### src/rtl/txn_circular_buffer_pkg.sv
// Shared definitions for the transactional circular buffer: error bit
// positions, transaction state encoding and a small control-decode helper.
package txn_cb_pkg;

  localparam int ERR_WIDTH = 5;

  // Sticky error bit positions in o_err
  localparam int ERR_OVR  = 0;  // write dropped because the buffer was full
  localparam int ERR_UNR  = 1;  // read requested with no committed data
  localparam int ERR_NEST = 2;  // begin while a transaction is already open
  localparam int ERR_IDLE = 3;  // commit or abort with no open transaction
  localparam int ERR_CONF = 4;  // more than one transaction control at once

  typedef enum logic [0:0] {
    ST_IDLE = 1'b0,
    ST_OPEN = 1'b1
  } txn_state_e;

  // True when at least two of the three transaction controls are high.
  function automatic logic multi_hot3(input logic a, input logic b, input logic c);
    return (a & b) | (a & c) | (b & c);
  endfunction

endpackage

### src/rtl/txn_circular_buffer_if.sv
// Bus bundle between the packet producer / byte consumer side and the buffer.
//
// Handshake: o_rd_valid is the read-side valid and i_rd_en is the pop.
// A pop is taken only in a cycle where o_rd_valid is high; a pop while
// o_rd_valid is low is an underrun and changes nothing but o_err[1].
// Writes have no ready: the producer watches o_full / o_used, and a write
// refused for lack of space raises o_err[0] and is dropped.
interface txn_circular_buffer_if
  import txn_cb_pkg::*;
#(
  parameter int DATA_WIDTH = 8,
  parameter int ADDR_WIDTH = 8
);

  // Producer side
  logic                    i_txn_begin;
  logic                    i_txn_commit;
  logic                    i_txn_abort;
  logic                    i_wr_en;
  logic [DATA_WIDTH-1:0]   i_wr_data;
  // Consumer side
  logic                    i_rd_en;
  logic [DATA_WIDTH-1:0]   o_rd_data;
  logic                    o_rd_valid;
  // Status
  logic [ADDR_WIDTH:0]     o_count;
  logic [ADDR_WIDTH:0]     o_used;
  logic                    o_full;
  logic                    o_empty;
  logic                    o_almost_full;
  logic                    o_almost_empty;
  logic                    o_txn_open;
  logic                    i_clr_err;
  logic [ERR_WIDTH-1:0]    o_err;
  // Debug view of the transaction FSM
  txn_state_e              o_state;

  modport master (
    output i_txn_begin, i_txn_commit, i_txn_abort, i_wr_en, i_wr_data,
           i_rd_en, i_clr_err,
    input  o_rd_data, o_rd_valid, o_count, o_used, o_full, o_empty,
           o_almost_full, o_almost_empty, o_txn_open, o_err, o_state
  );

  modport slave (
    input  i_txn_begin, i_txn_commit, i_txn_abort, i_wr_en, i_wr_data,
           i_rd_en, i_clr_err,
    output o_rd_data, o_rd_valid, o_count, o_used, o_full, o_empty,
           o_almost_full, o_almost_empty, o_txn_open, o_err, o_state
  );

endinterface

### src/rtl/txn_circular_buffer_ram.sv
// Storage array: one synchronous write port, one asynchronous read port so
// the head entry is presented combinationally (first-word fall-through).
module circ_buf_ram #(
  parameter int DATA_WIDTH = 8,
  parameter int ADDR_WIDTH = 8
) (
  input  logic                  clk_i,
  input  logic                  we_i,
  input  logic [ADDR_WIDTH-1:0] waddr_i,
  input  logic [DATA_WIDTH-1:0] wdata_i,
  input  logic [ADDR_WIDTH-1:0] raddr_i,
  output logic [DATA_WIDTH-1:0] rdata_o
);

  localparam int DEPTH = 2 ** ADDR_WIDTH;

  logic [DATA_WIDTH-1:0] mem_q [DEPTH];

  // Write port: store on the clock edge when enabled
  always_ff @(posedge clk_i) begin
    if (we_i) begin
      mem_q[waddr_i] <= wdata_i;
    end
  end

  assign rdata_o = mem_q[raddr_i];

endmodule

### src/rtl/txn_circular_buffer.sv
// FWFT circular buffer with transactional writes. Writes made while a
// transaction is open land in memory but stay behind commit_ptr, so the
// reader cannot see them; commit moves commit_ptr up to wr_ptr, abort pulls
// wr_ptr back to commit_ptr. Outside a transaction every accepted write is
// committed on the spot.
module txn_circular_buffer
  import txn_cb_pkg::*;
#(
  parameter int DATA_WIDTH = 8,
  parameter int ADDR_WIDTH = 8,
  parameter int AF_THRESH  = (2 ** ADDR_WIDTH) - 2,
  parameter int AE_THRESH  = 1
) (
  input  logic                  i_clk,
  input  logic                  i_rst,
  txn_circular_buffer_if.slave  bus
);

  localparam int DEPTH = 2 ** ADDR_WIDTH;
  localparam int CW    = ADDR_WIDTH + 1;

  localparam logic [CW-1:0]         DEPTH_C = CW'(DEPTH);
  localparam logic [CW-1:0]         AF_C    = CW'(AF_THRESH);
  localparam logic [CW-1:0]         AE_C    = CW'(AE_THRESH);
  localparam logic [CW-1:0]         CNT_ONE = CW'(1);
  localparam logic [ADDR_WIDTH-1:0] PTR_ONE = ADDR_WIDTH'(1);

  // Registered state
  txn_state_e              state_q, state_d;
  logic [ADDR_WIDTH-1:0]   rd_ptr_q, rd_ptr_d;
  logic [ADDR_WIDTH-1:0]   wr_ptr_q, wr_ptr_d;
  logic [ADDR_WIDTH-1:0]   commit_ptr_q, commit_ptr_d;
  logic [CW-1:0]           count_q, count_d;
  logic [CW-1:0]           used_q, used_d;
  logic [ERR_WIDTH-1:0]    err_q, err_d;

  // Decoded controls
  logic                    ctrl_conflict;
  logic                    do_begin;
  logic                    do_commit;
  logic                    do_abort;
  logic                    rd_acc;
  logic                    wr_acc;
  logic                    mem_we;
  logic [DATA_WIDTH-1:0]   rd_data;

  // FSM side effects
  logic                    wr_direct;  // accepted write is committed immediately
  logic                    publish;    // open transaction is being committed
  logic                    rewind;     // open transaction is being aborted
  logic                    err_nest;
  logic                    err_idle;
  logic [ERR_WIDTH-1:0]    err_set;

  // Conflicting controls cancel one another; the write still goes ahead
  // under whatever state the FSM is currently in.
  assign ctrl_conflict = multi_hot3(bus.i_txn_begin, bus.i_txn_commit, bus.i_txn_abort);
  assign do_begin      = bus.i_txn_begin  & ~ctrl_conflict;
  assign do_commit     = bus.i_txn_commit & ~ctrl_conflict;
  assign do_abort      = bus.i_txn_abort  & ~ctrl_conflict;

  // A read frees a slot in the same cycle, so a write at full is accepted
  // alongside an accepted read.
  assign rd_acc = bus.i_rd_en & (count_q != '0);
  assign wr_acc = bus.i_wr_en & ((used_q < DEPTH_C) | rd_acc);

  // An aborted same-cycle write never needs to reach memory.
  assign mem_we = wr_acc & ~rewind & ~i_rst;

  // Transaction FSM state register
  always_ff @(posedge i_clk) begin
    if (i_rst) begin
      state_q <= ST_IDLE;
    end else begin
      state_q <= state_d;
    end
  end

  // Transaction FSM next state and the commit/abort/error strobes it drives
  always_comb begin
    state_d   = state_q;
    wr_direct = 1'b0;
    publish   = 1'b0;
    rewind    = 1'b0;
    err_nest  = 1'b0;
    err_idle  = 1'b0;
    case (state_q)
      ST_IDLE: begin
        // A write together with begin already belongs to the new transaction
        wr_direct = ~do_begin;
        if (do_begin) begin
          state_d = ST_OPEN;
        end else if (do_commit || do_abort) begin
          err_idle = 1'b1;
        end
      end
      ST_OPEN: begin
        if (do_begin) begin
          err_nest = 1'b1;
        end else if (do_commit) begin
          publish = 1'b1;
          state_d = ST_IDLE;
        end else if (do_abort) begin
          rewind  = 1'b1;
          state_d = ST_IDLE;
        end
      end
      default: begin
        state_d = ST_IDLE;
      end
    endcase
  end

  // Pointer and occupancy next state
  always_comb begin
    rd_ptr_d     = rd_acc ? (rd_ptr_q + PTR_ONE) : rd_ptr_q;
    wr_ptr_d     = wr_acc ? (wr_ptr_q + PTR_ONE) : wr_ptr_q;
    commit_ptr_d = commit_ptr_q;

    used_d = used_q;
    if (wr_acc && !rd_acc) begin
      used_d = used_q + CNT_ONE;
    end else if (!wr_acc && rd_acc) begin
      used_d = used_q - CNT_ONE;
    end

    count_d = count_q;
    if ((wr_acc && wr_direct) && !rd_acc) begin
      count_d = count_q + CNT_ONE;
    end else if (!(wr_acc && wr_direct) && rd_acc) begin
      count_d = count_q - CNT_ONE;
    end

    // Outside a transaction the committed boundary follows the write pointer
    if (wr_direct) begin
      commit_ptr_d = wr_ptr_d;
    end

    // Commit publishes everything written so far, including this cycle's write
    if (publish) begin
      commit_ptr_d = wr_ptr_d;
      count_d      = used_d;
    end

    // Abort drops every pending entry, including this cycle's write
    if (rewind) begin
      wr_ptr_d = commit_ptr_q;
      used_d   = count_d;
    end
  end

  // Sticky error collection; new errors win over a same-cycle clear
  always_comb begin
    err_set           = '0;
    err_set[ERR_OVR]  = bus.i_wr_en & ~wr_acc;
    err_set[ERR_UNR]  = bus.i_rd_en & ~rd_acc;
    err_set[ERR_NEST] = err_nest;
    err_set[ERR_IDLE] = err_idle;
    err_set[ERR_CONF] = ctrl_conflict;
    err_d = (bus.i_clr_err ? '0 : err_q) | err_set;
  end

  // Datapath registers
  always_ff @(posedge i_clk) begin
    if (i_rst) begin
      rd_ptr_q     <= '0;
      wr_ptr_q     <= '0;
      commit_ptr_q <= '0;
      count_q      <= '0;
      used_q       <= '0;
      err_q        <= '0;
    end else begin
      rd_ptr_q     <= rd_ptr_d;
      wr_ptr_q     <= wr_ptr_d;
      commit_ptr_q <= commit_ptr_d;
      count_q      <= count_d;
      used_q       <= used_d;
      err_q        <= err_d;
    end
  end

  circ_buf_ram #(
    .DATA_WIDTH (DATA_WIDTH),
    .ADDR_WIDTH (ADDR_WIDTH)
  ) u_ram (
    .clk_i   (i_clk),
    .we_i    (mem_we),
    .waddr_i (wr_ptr_q),
    .wdata_i (bus.i_wr_data),
    .raddr_i (rd_ptr_q),
    .rdata_o (rd_data)
  );

  // Outputs: all status is decoded from registered state
  assign bus.o_rd_data      = rd_data;
  assign bus.o_rd_valid     = (count_q != '0);
  assign bus.o_count        = count_q;
  assign bus.o_used         = used_q;
  assign bus.o_full         = (used_q == DEPTH_C);
  assign bus.o_empty        = (count_q == '0);
  assign bus.o_almost_full  = (used_q >= AF_C);
  assign bus.o_almost_empty = (count_q <= AE_C);
  assign bus.o_txn_open     = (state_q == ST_OPEN);
  assign bus.o_err          = err_q;
  assign bus.o_state        = state_q;

endmodule

### src/flat_wrapper.sv
// flat-port wrapper written by rule: the top's interface ports become plain ports
module txn_circular_buffer_flat import txn_cb_pkg::*;
#(
  parameter int DATA_WIDTH = 8,
  parameter int ADDR_WIDTH = 8,
  parameter int AF_THRESH  = (2 ** ADDR_WIDTH) - 2,
  parameter int AE_THRESH  = 1
)
  (i_clk, i_rst, bus_i_txn_begin, bus_i_txn_commit, bus_i_txn_abort, bus_i_wr_en, bus_i_wr_data, bus_i_rd_en, bus_i_clr_err, bus_o_rd_data, bus_o_rd_valid, bus_o_count, bus_o_used, bus_o_full, bus_o_empty, bus_o_almost_full, bus_o_almost_empty, bus_o_txn_open, bus_o_err, bus_o_state);
  txn_circular_buffer_if #(.DATA_WIDTH(DATA_WIDTH), .ADDR_WIDTH(ADDR_WIDTH)) bus_i ();
  input  logic i_clk;
  input  logic i_rst;
  input wire logic [$bits(bus_i.i_txn_begin)-1:0] bus_i_txn_begin;
  input wire logic [$bits(bus_i.i_txn_commit)-1:0] bus_i_txn_commit;
  input wire logic [$bits(bus_i.i_txn_abort)-1:0] bus_i_txn_abort;
  input wire logic [$bits(bus_i.i_wr_en)-1:0] bus_i_wr_en;
  input wire logic [$bits(bus_i.i_wr_data)-1:0] bus_i_wr_data;
  input wire logic [$bits(bus_i.i_rd_en)-1:0] bus_i_rd_en;
  input wire logic [$bits(bus_i.i_clr_err)-1:0] bus_i_clr_err;
  output wire logic [$bits(bus_i.o_rd_data)-1:0] bus_o_rd_data;
  output wire logic [$bits(bus_i.o_rd_valid)-1:0] bus_o_rd_valid;
  output wire logic [$bits(bus_i.o_count)-1:0] bus_o_count;
  output wire logic [$bits(bus_i.o_used)-1:0] bus_o_used;
  output wire logic [$bits(bus_i.o_full)-1:0] bus_o_full;
  output wire logic [$bits(bus_i.o_empty)-1:0] bus_o_empty;
  output wire logic [$bits(bus_i.o_almost_full)-1:0] bus_o_almost_full;
  output wire logic [$bits(bus_i.o_almost_empty)-1:0] bus_o_almost_empty;
  output wire logic [$bits(bus_i.o_txn_open)-1:0] bus_o_txn_open;
  output wire logic [$bits(bus_i.o_err)-1:0] bus_o_err;
  output wire logic [$bits(bus_i.o_state)-1:0] bus_o_state;
  assign bus_i.i_txn_begin = bus_i_txn_begin;
  assign bus_i.i_txn_commit = bus_i_txn_commit;
  assign bus_i.i_txn_abort = bus_i_txn_abort;
  assign bus_i.i_wr_en = bus_i_wr_en;
  assign bus_i.i_wr_data = bus_i_wr_data;
  assign bus_i.i_rd_en = bus_i_rd_en;
  assign bus_i.i_clr_err = bus_i_clr_err;
  assign bus_o_rd_data = bus_i.o_rd_data;
  assign bus_o_rd_valid = bus_i.o_rd_valid;
  assign bus_o_count = bus_i.o_count;
  assign bus_o_used = bus_i.o_used;
  assign bus_o_full = bus_i.o_full;
  assign bus_o_empty = bus_i.o_empty;
  assign bus_o_almost_full = bus_i.o_almost_full;
  assign bus_o_almost_empty = bus_i.o_almost_empty;
  assign bus_o_txn_open = bus_i.o_txn_open;
  assign bus_o_err = bus_i.o_err;
  assign bus_o_state = bus_i.o_state;
  txn_circular_buffer #(.DATA_WIDTH(DATA_WIDTH), .ADDR_WIDTH(ADDR_WIDTH), .AF_THRESH(AF_THRESH), .AE_THRESH(AE_THRESH)) u_core (.i_clk(i_clk), .i_rst(i_rst), .bus(bus_i));
endmodule
### config.mk
export PLATFORM = sky130hd
export DESIGN_NAME = txn_circular_buffer_flat
export DESIGN_NICKNAME = d
export VERILOG_FILES = /design/src/rtl/txn_circular_buffer_pkg.sv /design/src/rtl/txn_circular_buffer_if.sv /design/src/rtl/txn_circular_buffer_ram.sv /design/src/rtl/txn_circular_buffer.sv /design/src/flat_wrapper.sv
export SDC_FILE = /design/constraint.sdc
export NUM_CORES = 2
export LEC_CHECK = 0
export BUFFER_PORTS_ARGS = -buffer_cell sky130_fd_sc_hd__clkbuf_2
export CORE_MARGIN = 2
export CORE_UTILIZATION = 45
export DETAILED_ROUTE_END_ITERATION = 12
export SYNTH_ARGS = -nofsm -noshare
export SYNTH_HDL_FRONTEND = slang
export SYNTH_SLANG_ARGS = --single-unit
### constraint.sdc
create_clock -name i_clk -period 3.8 [get_ports i_clk]
set_clock_uncertainty 0.1 [all_clocks]
set_input_delay 0.38 -clock i_clk [delete_from_list [all_inputs] [get_ports i_clk]]
set_output_delay 0.38 -clock i_clk [all_outputs]
set_load 0.05 [all_outputs]
==> run metrics <==
Vias/cell=5.96; I/O pin cnt=54; Synthesized Nets=4059; status=finished with violations; Worst path most repeated cell=buf_12; CTS buffer count=211; # rows=156; Routed Antenna Nets=0; CTS tree=done; CTS H-tree depth=4; global route overflow=0; Netlist cell types=65; ys flop type=edfxtp_1; failing checks=negative setup slack; final slew viol count=0; RePlAce Congestion=0.862; Max Fclk=233 MHz; Warnings, synthesis=0; maximum VDD drop=1.11 mV; post-layout min period=4.29 ns; I/O Buffers=53; vias in the first global route=42767; later-pin clock latency in the skew report=0.85 ns; max_cap viols=0; Comb pwr share=0.199; die height=430 µm; Reg clk slew, reported paths=0.06 ns; CP Class=reg -> out; Slowest cell on crit path=nor4_4; final core occ=0.542; final-stage net count=4578; Cells after Synth=4031; Setup TNS Final=-3.36 ns; fraction of registers with async set or reset after synthesis=0; leakage=30.6 nW; switching power=0.0151 W; CORE AREA=180000 µm²; RSZ-0062 raised after global routing=yes; setup slack after layout=-0.494 ns; Flop pwr share=0.442; CP delay by family, top=buffers and inverters; register area share after synthesis=0.768; CP max stage delay=0.66 ns; P&R area growth vs syn=19.9%; crit-path cells=buf_12 -> buf_16 -> buf_12 -> buf_8 -> buf_12 -> nand3_4 -> nor2_4 -> buf_6 -> a21oi_2 -> a31oi_2 -> nor4_1 -> buf_4 -> nor4_4 -> buf_12; hold slack=0.0204 ns; power per standard cell area=597 nW/µm²; Rel. slew slack=0.113; clock sink total=2104; Crit. End Element=output pin; Synth Cell Area=81500 µm²; Starting DRT DRC Count=4907; Syn Area/Cell=20.2 µm²; Die Area=185000 µm²; layout cells sized above 1=0.323; Sw Share=0.259; crit path DAT=3.81 ns; first-pass GRT wire length=303 mm; Final setup viols=8; length of the first detailed-routing pass in iterations=5; Max Fanout on Critical Path=7; clock root buffer master=clkbuf_16; Fin. Hold Viols=0; Internal=0.0432 W; initial core utilization=0.452; DR DRC count=0; DP HPWL=126 mm; EDFF count, synth=2048; hold crit path type=in -> reg; initial antenna violation count=4; Critical Path RT=3.32 ns; register bit count reported by yosys=2104; die width=430 µm; Slew @ Worst Pin=1.33 ns; pin count of the biggest net entering global routing=165; Avg WL per Cell=29.5 µm; final period utilization=1.13; Post-Route WL=209 mm; Tot GR Track Use=0.226; Clk pwr share=0.359; Longest Clk Path Bufs=3; detailed-route via count=42356; CP Buf/Inv Count=8; CP Launch Type=register
flip-flops by register name, summed over array words and instances (netlist names), named ones only:
register             cells
u_core.bus.o_count       9
u_core.bus.o_err         5
u_core.bus.o_state       1
u_core.bus.o_used        9
u_core.commit_ptr_q      8
u_core.rd_ptr_q          8
u_core.u_ram.mem_q    2048
u_core.wr_ptr_q          8
final timing paths:
kind | start | end | slack (ns) | cells past startpoint
setup / recovery | register | bus_o_rd_data[2] | -0.49 | 14
hold / removal | bus_i_wr_data[5] | u_core.u_ram.mem_q[105][5] | 0.02 | 2
setup reg to reg | u_core.bus.o_count[1] | u_core.u_ram.mem_q[151][5] | 0.24 | 8
hold reg to reg | u_core.commit_ptr_q[4] | u_core.wr_ptr_q[4] | 0.39 | 2
worst register-to-register path: cells and delay by family (launching register included):
kind                     cells  cell delay, ns
AO/OA/AOI/OAI                2            0.60
adder cells (fa/ha/maj)      1            0.19
buffers and inverters        2            0.25
flip-flops                   1            0.47
AND/OR/NAND/NOR              3            1.56
cells in the final DEF, fill, tap and decap left out, types with 31 or more instances in the layout:
master     instances
mux4_2           449
a21oi_2           33
a22oi_2           71
dfxtp_1           51
mux2i_1          114
clkbuf_1          44
buf_16            31
buf_12            69
nor2_1           324
buf_4            340
clkinv_2          37
clkbuf_16        213
a22oi_1          122
clkinv_1          52
a21oi_1           75
nand2_1           57
edfxtp_1        2048
clkbuf_2          37
power by group through the flow:
stage	Sequential (W)	Combinational (W)	Clock [W]
2_1_floorplan	0.0265	0.00613	0
3_3_place_gp	0.0263	0.00963	0
3_5_place_dp	0.0263	0.00967	0
4_1_cts	0.0258	0.0115	0.0212
5_1_grt	0.0258	0.0122	0.0221
6_report	0.0258	0.0116	0.0209
through the flow:
step           std cells  area, µm²  worst slack, ns  total power (W)
3_5_place_dp        6580      87400           -0.802           0.0360
4_1_cts             7083      97300           -0.515           0.0585
2_1_floorplan       4031      81600            0.353           0.0327
5_1_grt             7101      97700           -0.542           0.0601
6_report            7102      97800           -0.494           0.0583
3_3_place_gp        6580      87400           -0.781           0.0359
cells in the mapped netlist (35+ instances only):
library cell | number | share of area
edfxtp_1 | 2048 | 0.75
clkbuf_1 | 120 | 0.0055
a21oi_1 | 116 | 0.0071
o221ai_1 | 38 | 0.0041
a22oi_1 | 193 | 0.018
nand2_1 | 71 | 0.0033
dfxtp_1 | 56 | 0.014
buf_2 | 81 | 0.0050
nor4_1 | 35 | 0.0027
nor2_1 | 337 | 0.016
mux2i_1 | 117 | 0.014
mux4_2 | 449 | 0.12
layer usage:
layer / wire [µm] / share of wire / track usage
met5: 0 / 0 / 0
met4: 6140 / 0.029 / 0.0693
met3: 14800 / 0.071 / 0.0361
met2: 99600 / 0.48 / 0.356
met1: 88800 / 0.42 / 0.327
logic make-up after synthesis:
group           synth area share
fa+ha+maj                0.00184
buf+inv                   0.0142
xor+xnor                 0.00279
simple gates              0.0304
mux                        0.140
compound gates            0.0425
flops                      0.768
cell type report:
type | count | area [µm²]
well taps | 2370 | 2970
multi-input cells | 1669 | 19200
inverters | 13 | 48.8
fillers | 13834 | 82600
flip-flops and latches | 2104 | 62600
diodes | 2 | 5.00
repair buffers | 551 | 5960
clock inverters | 135 | 1440
clock buffers | 258 | 5510
what timing repair did:
| action | 4_1_cts | 5_1_grt |
|---|---|---|
| gates cloned | 22 | 0 |
| gates resized for setup | 292 | 87 |
| hold buffers | 22 | 0 |
| setup buffers | 76 | 23 |
| hold endpoints to repair | 128 | 0 |
| pin swaps | 79 | 40 |
| setup endpoints to repair | 8 | 26 |
Power figures use the tool's default switching activity.
